===== src/rtl/spp_pkg.sv =====
// spp_pkg: shared FP16 constants, FSM encoding and the max-pool ordering key.
// Used by every file of the SPP max-pool block.
package spp_pkg;

    localparam logic [15:0] FP16_NEG_INF = 16'hFC00;
    localparam logic [15:0] FP16_QNAN    = 16'h7E00;

    typedef enum logic [1:0] {
        LOAD = 2'd0,
        SCAN = 2'd1,
        EMIT = 2'd2
    } state_t;

    // Monotonic integer image of an FP16 value; -0 sorts just below +0.
    function automatic logic [15:0] fp16_key(input logic [15:0] x);
        return x[15] ? ~x : (x | 16'h8000);
    endfunction

    function automatic logic fp16_is_nan(input logic [15:0] x);
        return (&x[14:10]) && (|x[9:0]);
    endfunction

endpackage


===== src/rtl/spp_maxpool_frame_if.sv =====
// spp_maxpool_frame_if: pixel stream in, window-maximum stream out, busy flag.
// master = stream source/sink side, slave = the max-pool block.
interface spp_maxpool_frame_if #(
    parameter int DATA_WIDTH = 16
) ();

    logic                  in_valid;
    logic                  in_ready;
    logic [DATA_WIDTH-1:0] in_data;
    logic                  out_valid;
    logic                  out_ready;
    logic [DATA_WIDTH-1:0] out_data;
    logic                  out_last;
    logic                  busy;

    modport master (
        output in_valid, in_data, out_ready,
        input  in_ready, out_valid, out_data, out_last, busy
    );

    modport slave (
        input  in_valid, in_data, out_ready,
        output in_ready, out_valid, out_data, out_last, busy
    );

endinterface


===== src/rtl/fp16_max2.sv =====
// fp16_max2: combinational FP16 maximum by ordering key, keeping 'a' on a tie.
// With SPP_MAXPOOL_NAN_EN defined any NaN operand yields the quiet NaN.
module fp16_max2
    import spp_pkg::*;
(
    input  logic [15:0] a,
    input  logic [15:0] b,
    output logic [15:0] y
);

    logic [15:0] ordered;

    assign ordered = (fp16_key(b) > fp16_key(a)) ? b : a;

`ifdef SPP_MAXPOOL_NAN_EN
    assign y = (fp16_is_nan(a) || fp16_is_nan(b)) ? FP16_QNAN : ordered;
`else
    assign y = ordered;
`endif

endmodule


===== src/rtl/spp_maxpool_frame.sv =====
// spp_maxpool_frame: stride-1 same-padded KxK FP16 max-pool over one buffered plane.
// Optional SPP_MAXPOOL_NAN_EN: any NaN in a window forces the quiet-NaN output.
module spp_maxpool_frame
    import spp_pkg::*;
#(
    parameter int DATA_WIDTH = 16,
    parameter int H          = 13,
    parameter int W          = 13,
    parameter int K          = 5
) (
    input logic              clk,
    input logic              reset,
    spp_maxpool_frame_if.slave bus
);

    localparam int P  = (K - 1) / 2;
    localparam int N  = H * W;
    localparam int AW = (N > 1) ? $clog2(N) : 1;
    localparam int RW = (H > 1) ? $clog2(H) : 1;
    localparam int CW = (W > 1) ? $clog2(W) : 1;
    localparam int KW = (K > 1) ? $clog2(K) : 1;
    localparam int SW = $clog2(H + W + 2 * K) + 2;

    state_t state_q, state_d;

    logic [DATA_WIDTH-1:0] buf_q [N];
    logic [AW-1:0]         wr_idx;
    logic [RW-1:0]         row;
    logic [CW-1:0]         col;
    logic [KW-1:0]         dr;
    logic [KW-1:0]         dc;
    logic [DATA_WIDTH-1:0] acc;
    logic [DATA_WIDTH-1:0] out_data_q;
    logic                  out_last_q;

    logic signed [SW-1:0]  pr;
    logic signed [SW-1:0]  pc;
    logic [AW-1:0]         rd_idx;
    logic [DATA_WIDTH-1:0] elem;
    logic [DATA_WIDTH-1:0] cand;
    logic [DATA_WIDTH-1:0] acc_next;
    logic [DATA_WIDTH-1:0] result;
    logic                  inb;
    logic                  in_fire;
    logic                  wr_last;
    logic                  k_row_end;
    logic                  win_last;
    logic                  row_end;
    logic                  pix_last;

    assign bus.in_ready  = (state_q == LOAD) && !reset;
    assign bus.out_valid = (state_q == EMIT);
    assign bus.busy      = (state_q != LOAD);
    assign bus.out_data  = out_data_q;
    assign bus.out_last  = out_last_q;

    assign in_fire   = bus.in_valid && bus.in_ready;
    assign wr_last   = (wr_idx == AW'(N - 1));
    assign k_row_end = (dc == KW'(K - 1));
    assign win_last  = k_row_end && (dr == KW'(K - 1));
    assign row_end   = (col == CW'(W - 1));
    assign pix_last  = row_end && (row == RW'(H - 1));

    // Window position relative to the plane; negative means above/left of it.
    assign pr = SW'(row) + SW'(dr) - SW'(P);
    assign pc = SW'(col) + SW'(dc) - SW'(P);

    assign inb = !pr[SW-1] && !pc[SW-1]
              && (pr < SW'(H)) && (pc < SW'(W));

    assign rd_idx = AW'(pr) * AW'(W) + AW'(pc);
    assign elem   = inb ? buf_q[rd_idx] : FP16_NEG_INF;

    fp16_max2 u_max (
        .a (acc),
        .b (elem),
        .y (cand)
    );

    assign acc_next = inb ? cand : acc;

`ifdef SPP_MAXPOOL_NAN_EN
    logic nan_q;
    logic nan_hit;

    assign nan_hit = nan_q || (inb && fp16_is_nan(elem));
    assign result  = nan_hit ? FP16_QNAN : acc_next;

    always_ff @(posedge clk or posedge reset) begin
        if (reset) begin
            nan_q <= 1'b0;
        end else if (state_q == SCAN) begin
            nan_q <= win_last ? 1'b0 : nan_hit;
        end
    end
`else
    assign result = acc_next;
`endif

    always_ff @(posedge clk or posedge reset) begin
        if (reset) begin
            state_q <= LOAD;
        end else begin
            state_q <= state_d;
        end
    end

    always_comb begin
        state_d = state_q;
        unique case (state_q)
            LOAD: begin
                if (in_fire && wr_last) begin
                    state_d = SCAN;
                end
            end
            SCAN: begin
                if (win_last) begin
                    state_d = EMIT;
                end
            end
            EMIT: begin
                if (bus.out_ready) begin
                    state_d = pix_last ? LOAD : SCAN;
                end
            end
            default: state_d = LOAD;
        endcase
    end

    // Plane storage needs no reset: every word is rewritten before SCAN.
    always_ff @(posedge clk) begin
        if (in_fire) begin
            buf_q[wr_idx] <= bus.in_data;
        end
    end

    always_ff @(posedge clk or posedge reset) begin
        if (reset) begin
            wr_idx     <= '0;
            row        <= '0;
            col        <= '0;
            dr         <= '0;
            dc         <= '0;
            acc        <= FP16_NEG_INF;
            out_data_q <= '0;
            out_last_q <= 1'b0;
        end else begin
            unique case (state_q)
                LOAD: begin
                    if (in_fire) begin
                        wr_idx <= wr_last ? '0 : wr_idx + 1'b1;
                    end
                end
                SCAN: begin
                    if (win_last) begin
                        dr         <= '0;
                        dc         <= '0;
                        acc        <= FP16_NEG_INF;
                        out_data_q <= result;
                        out_last_q <= pix_last;
                    end else begin
                        acc <= acc_next;
                        if (k_row_end) begin
                            dc <= '0;
                            dr <= dr + 1'b1;
                        end else begin
                            dc <= dc + 1'b1;
                        end
                    end
                end
                EMIT: begin
                    if (bus.out_ready) begin
                        if (row_end) begin
                            col <= '0;
                            row <= pix_last ? '0 : row + 1'b1;
                        end else begin
                            col <= col + 1'b1;
                        end
                    end
                end
                default: ;
            endcase
        end
    end

endmodule


===== src/flat_wrapper.sv =====
// flat-port wrapper written by rule: the top's interface ports become plain ports
module spp_maxpool_frame_flat import spp_pkg::*;
#(
    parameter int DATA_WIDTH = 16,
    parameter int H          = 13,
    parameter int W          = 13,
    parameter int K          = 5
)
  (clk, reset, bus_in_valid, bus_in_data, bus_out_ready, bus_in_ready, bus_out_valid, bus_out_data, bus_out_last, bus_busy);
  spp_maxpool_frame_if #(.DATA_WIDTH(DATA_WIDTH)) bus_i ();
  input logic clk;
  input logic reset;
  input wire logic [$bits(bus_i.in_valid)-1:0] bus_in_valid;
  input wire logic [$bits(bus_i.in_data)-1:0] bus_in_data;
  input wire logic [$bits(bus_i.out_ready)-1:0] bus_out_ready;
  output wire logic [$bits(bus_i.in_ready)-1:0] bus_in_ready;
  output wire logic [$bits(bus_i.out_valid)-1:0] bus_out_valid;
  output wire logic [$bits(bus_i.out_data)-1:0] bus_out_data;
  output wire logic [$bits(bus_i.out_last)-1:0] bus_out_last;
  output wire logic [$bits(bus_i.busy)-1:0] bus_busy;
  assign bus_i.in_valid = bus_in_valid;
  assign bus_i.in_data = bus_in_data;
  assign bus_i.out_ready = bus_out_ready;
  assign bus_in_ready = bus_i.in_ready;
  assign bus_out_valid = bus_i.out_valid;
  assign bus_out_data = bus_i.out_data;
  assign bus_out_last = bus_i.out_last;
  assign bus_busy = bus_i.busy;
  spp_maxpool_frame #(.DATA_WIDTH(DATA_WIDTH), .H(H), .W(W), .K(K)) u_core (.clk(clk), .reset(reset), .bus(bus_i));
endmodule

===== config.mk =====
export PLATFORM = sky130hd
export DESIGN_NAME = spp_maxpool_frame_flat
export DESIGN_NICKNAME = d
export VERILOG_FILES = /design/src/rtl/spp_pkg.sv /design/src/rtl/spp_maxpool_frame_if.sv /design/src/rtl/fp16_max2.sv /design/src/rtl/spp_maxpool_frame.sv /design/src/flat_wrapper.sv
export SDC_FILE = /design/constraint.sdc
export NUM_CORES = 2
export LEC_CHECK = 0
export ABC_CLOCK_PERIOD_IN_PS = 7950
export CORE_MARGIN = 3
export CORE_UTILIZATION = 45
export CTS_CLUSTER_SIZE = 20
export DETAILED_ROUTE_END_ITERATION = 10
export HOLD_SLACK_MARGIN = 0.06
export PLACE_DENSITY_LB_ADDON = 0.05
export SLEW_MARGIN = 15
export SYNTH_ARGS = -nofsm -noshare
export SYNTH_HDL_FRONTEND = slang
export SYNTH_SLANG_ARGS = --single-unit

===== constraint.sdc =====
create_clock -name clk -period 7.95 [get_ports clk]
set_input_delay 1.59 -clock clk [delete_from_list [all_inputs] [get_ports clk]]
set_output_delay 1.59 -clock clk [all_outputs]
set_load 0.03 [all_outputs]

==> impl_metrics.yaml <==
final_layout:
  final_core_util_pct: 53.4
  nFillCells: 18707
  final_common_cell: "edfxtp_1"
  design_area_mm2: 0.129
  mostFrequentLayoutCells: "edfxtp_1, mux4_2, buf_4, clkbuf_16, mux2i_1"
  multiInputGateArea_mm2: 0.0260
  nets: 6007
  regArea_mm2: 0.0826
  syn_to_final_growth_pct: 17.8
  drive_gt1_share_pct: 33.6
synth:
  muxShareOfSynthArea_pct: 15.1
  seq_area_frac_synth_pct: 75.5
  yosys.area.top_type: "edfxtp_1"
  avgSynthCellArea_um2: 21.1
  synth_compound_area_share_pct: 3.44
  synth_nets: 5273
  yosysWarnings: 0
  synth_area_leaders: "edfxtp_1, mux4_2, mux2i_1"
  ys_ff_latch: 2761
  synth_top_family_by_area: "multiplexers"
  synth_ff_type: "edfxtp_1"
  synth-edff-count: 2704
  synth-simple-area-share_pct: 2.43
  synthCells: 5183
  synthXorXnorAreaFrac_pct: 0.436
  yosys.area.top_type_share_pct: 74.2
  synth_adder_area_share_pct: 0.869
  async_flop_share_pct: 2.06
  synth.distinct_cells: 90
  synth_area_mm2: 0.109
floorplan:
  fp.dieArea_mm2: 0.249
  core_mm2: 0.241
  die_x_um: 499
  io_pins: 40
  rows: 180
  start_util_pct: 45.4
  die_height_um: 499
clock_tree:
  cts-root-buf: "clkbuf_16"
  insertion_delay_ps: 940
  cts_buffer_depth: 4
  htree_levels: 5
  cts_hold_buf: 0
  cts_tree: "yes"
  cts_sinks: 2761
  clkTransAtPathRegs_ps: 60
  cts_buffers: 310
power:
  p_per_area_mw_per_mm2: 243
  peakVddDrop_v: 0.000180
  p_leak_nw: 40.2
place:
  place_congestion: 0.900
  hpwl_mm: 212
  placement.cell_area_mm2: 0.118
  io_buffers: 39
timing:
  fin_crit_sh_pct: 99.2
  maxSlewViolCount: 0
  fin_crit_ps: 7890
  relSlewSlack_pct: 19.3
  tightest_slew_ps: 1210
  fmax_mhz: 127
  fin_skew_ps: 49.9
  final-hold-violation-count: 0
  rsz0062_at_grt: "true"
  finalSetupViolCount: 0
flow_run:
  cap_violations: 0
drt:
  antenna_left: 0
  via_per_inst: 6.10
  drc: 0
  drt-initial-drc-count: 6846
  routedWlPerCell_um: 35.9
  first_pass_iters: 6
  wl_mm: 335
  via_count: 56844
global_routing:
  grt_pass1_vias: 56443
  antenna_found_initial: 16
  gr-total-overflow: 0
  grt_usage_pct: 26.7
  grt_pass1_wl_mm: 464
  grt_max_degree: 103
setup_path:
  cp_top_family: "adder cells"
  crit_fanout: 6
  critPathMaxStageDelay_ps: 720
  worstPathArrival_ps: 8740
  cp_slowest_cell: "fa_4"
  worstSetupPathType: "register to register"
  cp.required_ps: 8800
  critPathMostFrequentCell: "o21ai_2"
  cp-start-kind: "register"
  cp-end-kind: "register"
  crit_buf_inv: 7
status:
  status: "finished clean"
hold_path:
  hp-class: "register to register"
[layer usage]
layer / routed length [um] / vias to the layer above / share of wire [%] / global-route usage, %
met3: 24500 / 491 / 7.3 / 4.45
met4: 9920 / 4 / 3.0 / 7.41
met5: 26 / - / 0.0078 / 0
met2: 161000 / 2298 / 48 / 42.7
met1: 139000 / 30876 / 42 / 38.2
li1: - / 23175 / - / -
[state kept, by name, summed over array words and instances (netlist names)]
name	cells
u_core.col	4
u_core.bus.out_last	1
u_core.row	4
u_core.acc	16
u_core.buf_q	2704
u_core.wr_idx	8
u_core.dr	3
u_core.bus.out_data	16
u_core.state_q	2
u_core.dc	3
[tightest hold or removal path: cells and delay by family (launching register included)]
family | cells | cell delay (ps)
AO/OA/AOI/OAI | 1 | 60
AND/OR/NAND/NOR | 1 | 60
flip-flops | 1 | 350
[kinds of logic (layout without fill, tap and decap cells)]
| family | count (synthesis) | after routing |
|---|---|---|
| compound gates | 530 | 530 |
| xor+xnor | 52 | 52 |
| fa+ha+maj | 70 | 70 |
| buf+inv | 339 | 1289 |
| flops | 2761 | 2761 |
| mux | 826 | 826 |
| other cells | 0 | 8 |
| simple gates | 605 | 605 |
[metrics by stage]
| stage | setup WS [ps] | TNS, ps | power [mW] | std cells | hold slack [ps] |
|---|---|---|---|---|---|
| 2_1_floorplan | 373 | 0 | 17.1 | 5183 | 487 |
| 3_3_place_gp | -1150 | -30760 | 18.3 | 8725 | 509 |
| 3_5_place_dp | -1150 | -30930 | 18.3 | 8725 | 506 |
| 4_1_cts | 3.30 | 0 | 31.6 | 9288 | 518 |
| 5_1_grt | -153 | -2300 | 32.2 | 9320 | 551 |
| 6_report | 60.0 | 0 | 31.4 | 9326 | 516 |
[Yosys cell counts (21+ instances only)]
cell         n
xnor2_1     31
clkbuf_1    93
ha_1        60
a22oi_1     98
mux2i_1    174
o21ai_0     80
buf_4       29
inv_1       38
nand2_1    167
a22o_1      21
mux4_1      24
mux4_2     624
a31oi_1     21
buf_6       36
a221oi_1    55
nor2_1     259
a21oi_1     91
edfxtp_1  2704
buf_2       65
nand3_1     47
nor3_1      37
buf_8       31
dfrtp_1     51
[timing repair]
action,4_1_cts,5_1_grt
cloned,6,5
setup buffers,32,30
endpoints found under the setup margin,32,32
pin swaps,51,71
resized for setup,161,144
[power by group]
part / internal [mW] / total (mW) / switching [mW]
Clock: 7.62 / 13.2 / 5.61
Sequential: 16.1 / 16.2 / 0.0554
Combinational: 0.588 / 1.98 / 1.39
[area by class of cell]
type	instances	share of cell area [%]
repair buffers	721	5.37
inverters	40	0.137
flip-flops and latches	2761	64.1
clock buffers	382	6.29
clock inverters	146	0.809
multi-input cells	2083	20.2
well taps	3185	3.09
diodes	8	0.0155
[path summary, 6_finish.rpt]
path | start | end | slack [ps] | cells after the start
max in group asynchronous | reset | u_core.wr_idx[6] | 6020 | 3
min in group asynchronous | reset | u_core.dc[2] | 1350 | 3
worst min-delay path | u_core.bus.out_data[6] | u_core.bus.out_data[6] | 520 | 2
worst max-delay path | u_core.dc[0] | u_core.bus.out_data[0] | 60 | 32
worst min register to register | u_core.bus.out_data[6] | u_core.bus.out_data[6] | 520 | 2
worst max register to register | u_core.dc[0] | u_core.bus.out_data[0] | 60 | 32
(Power assumes the default switching activity.)
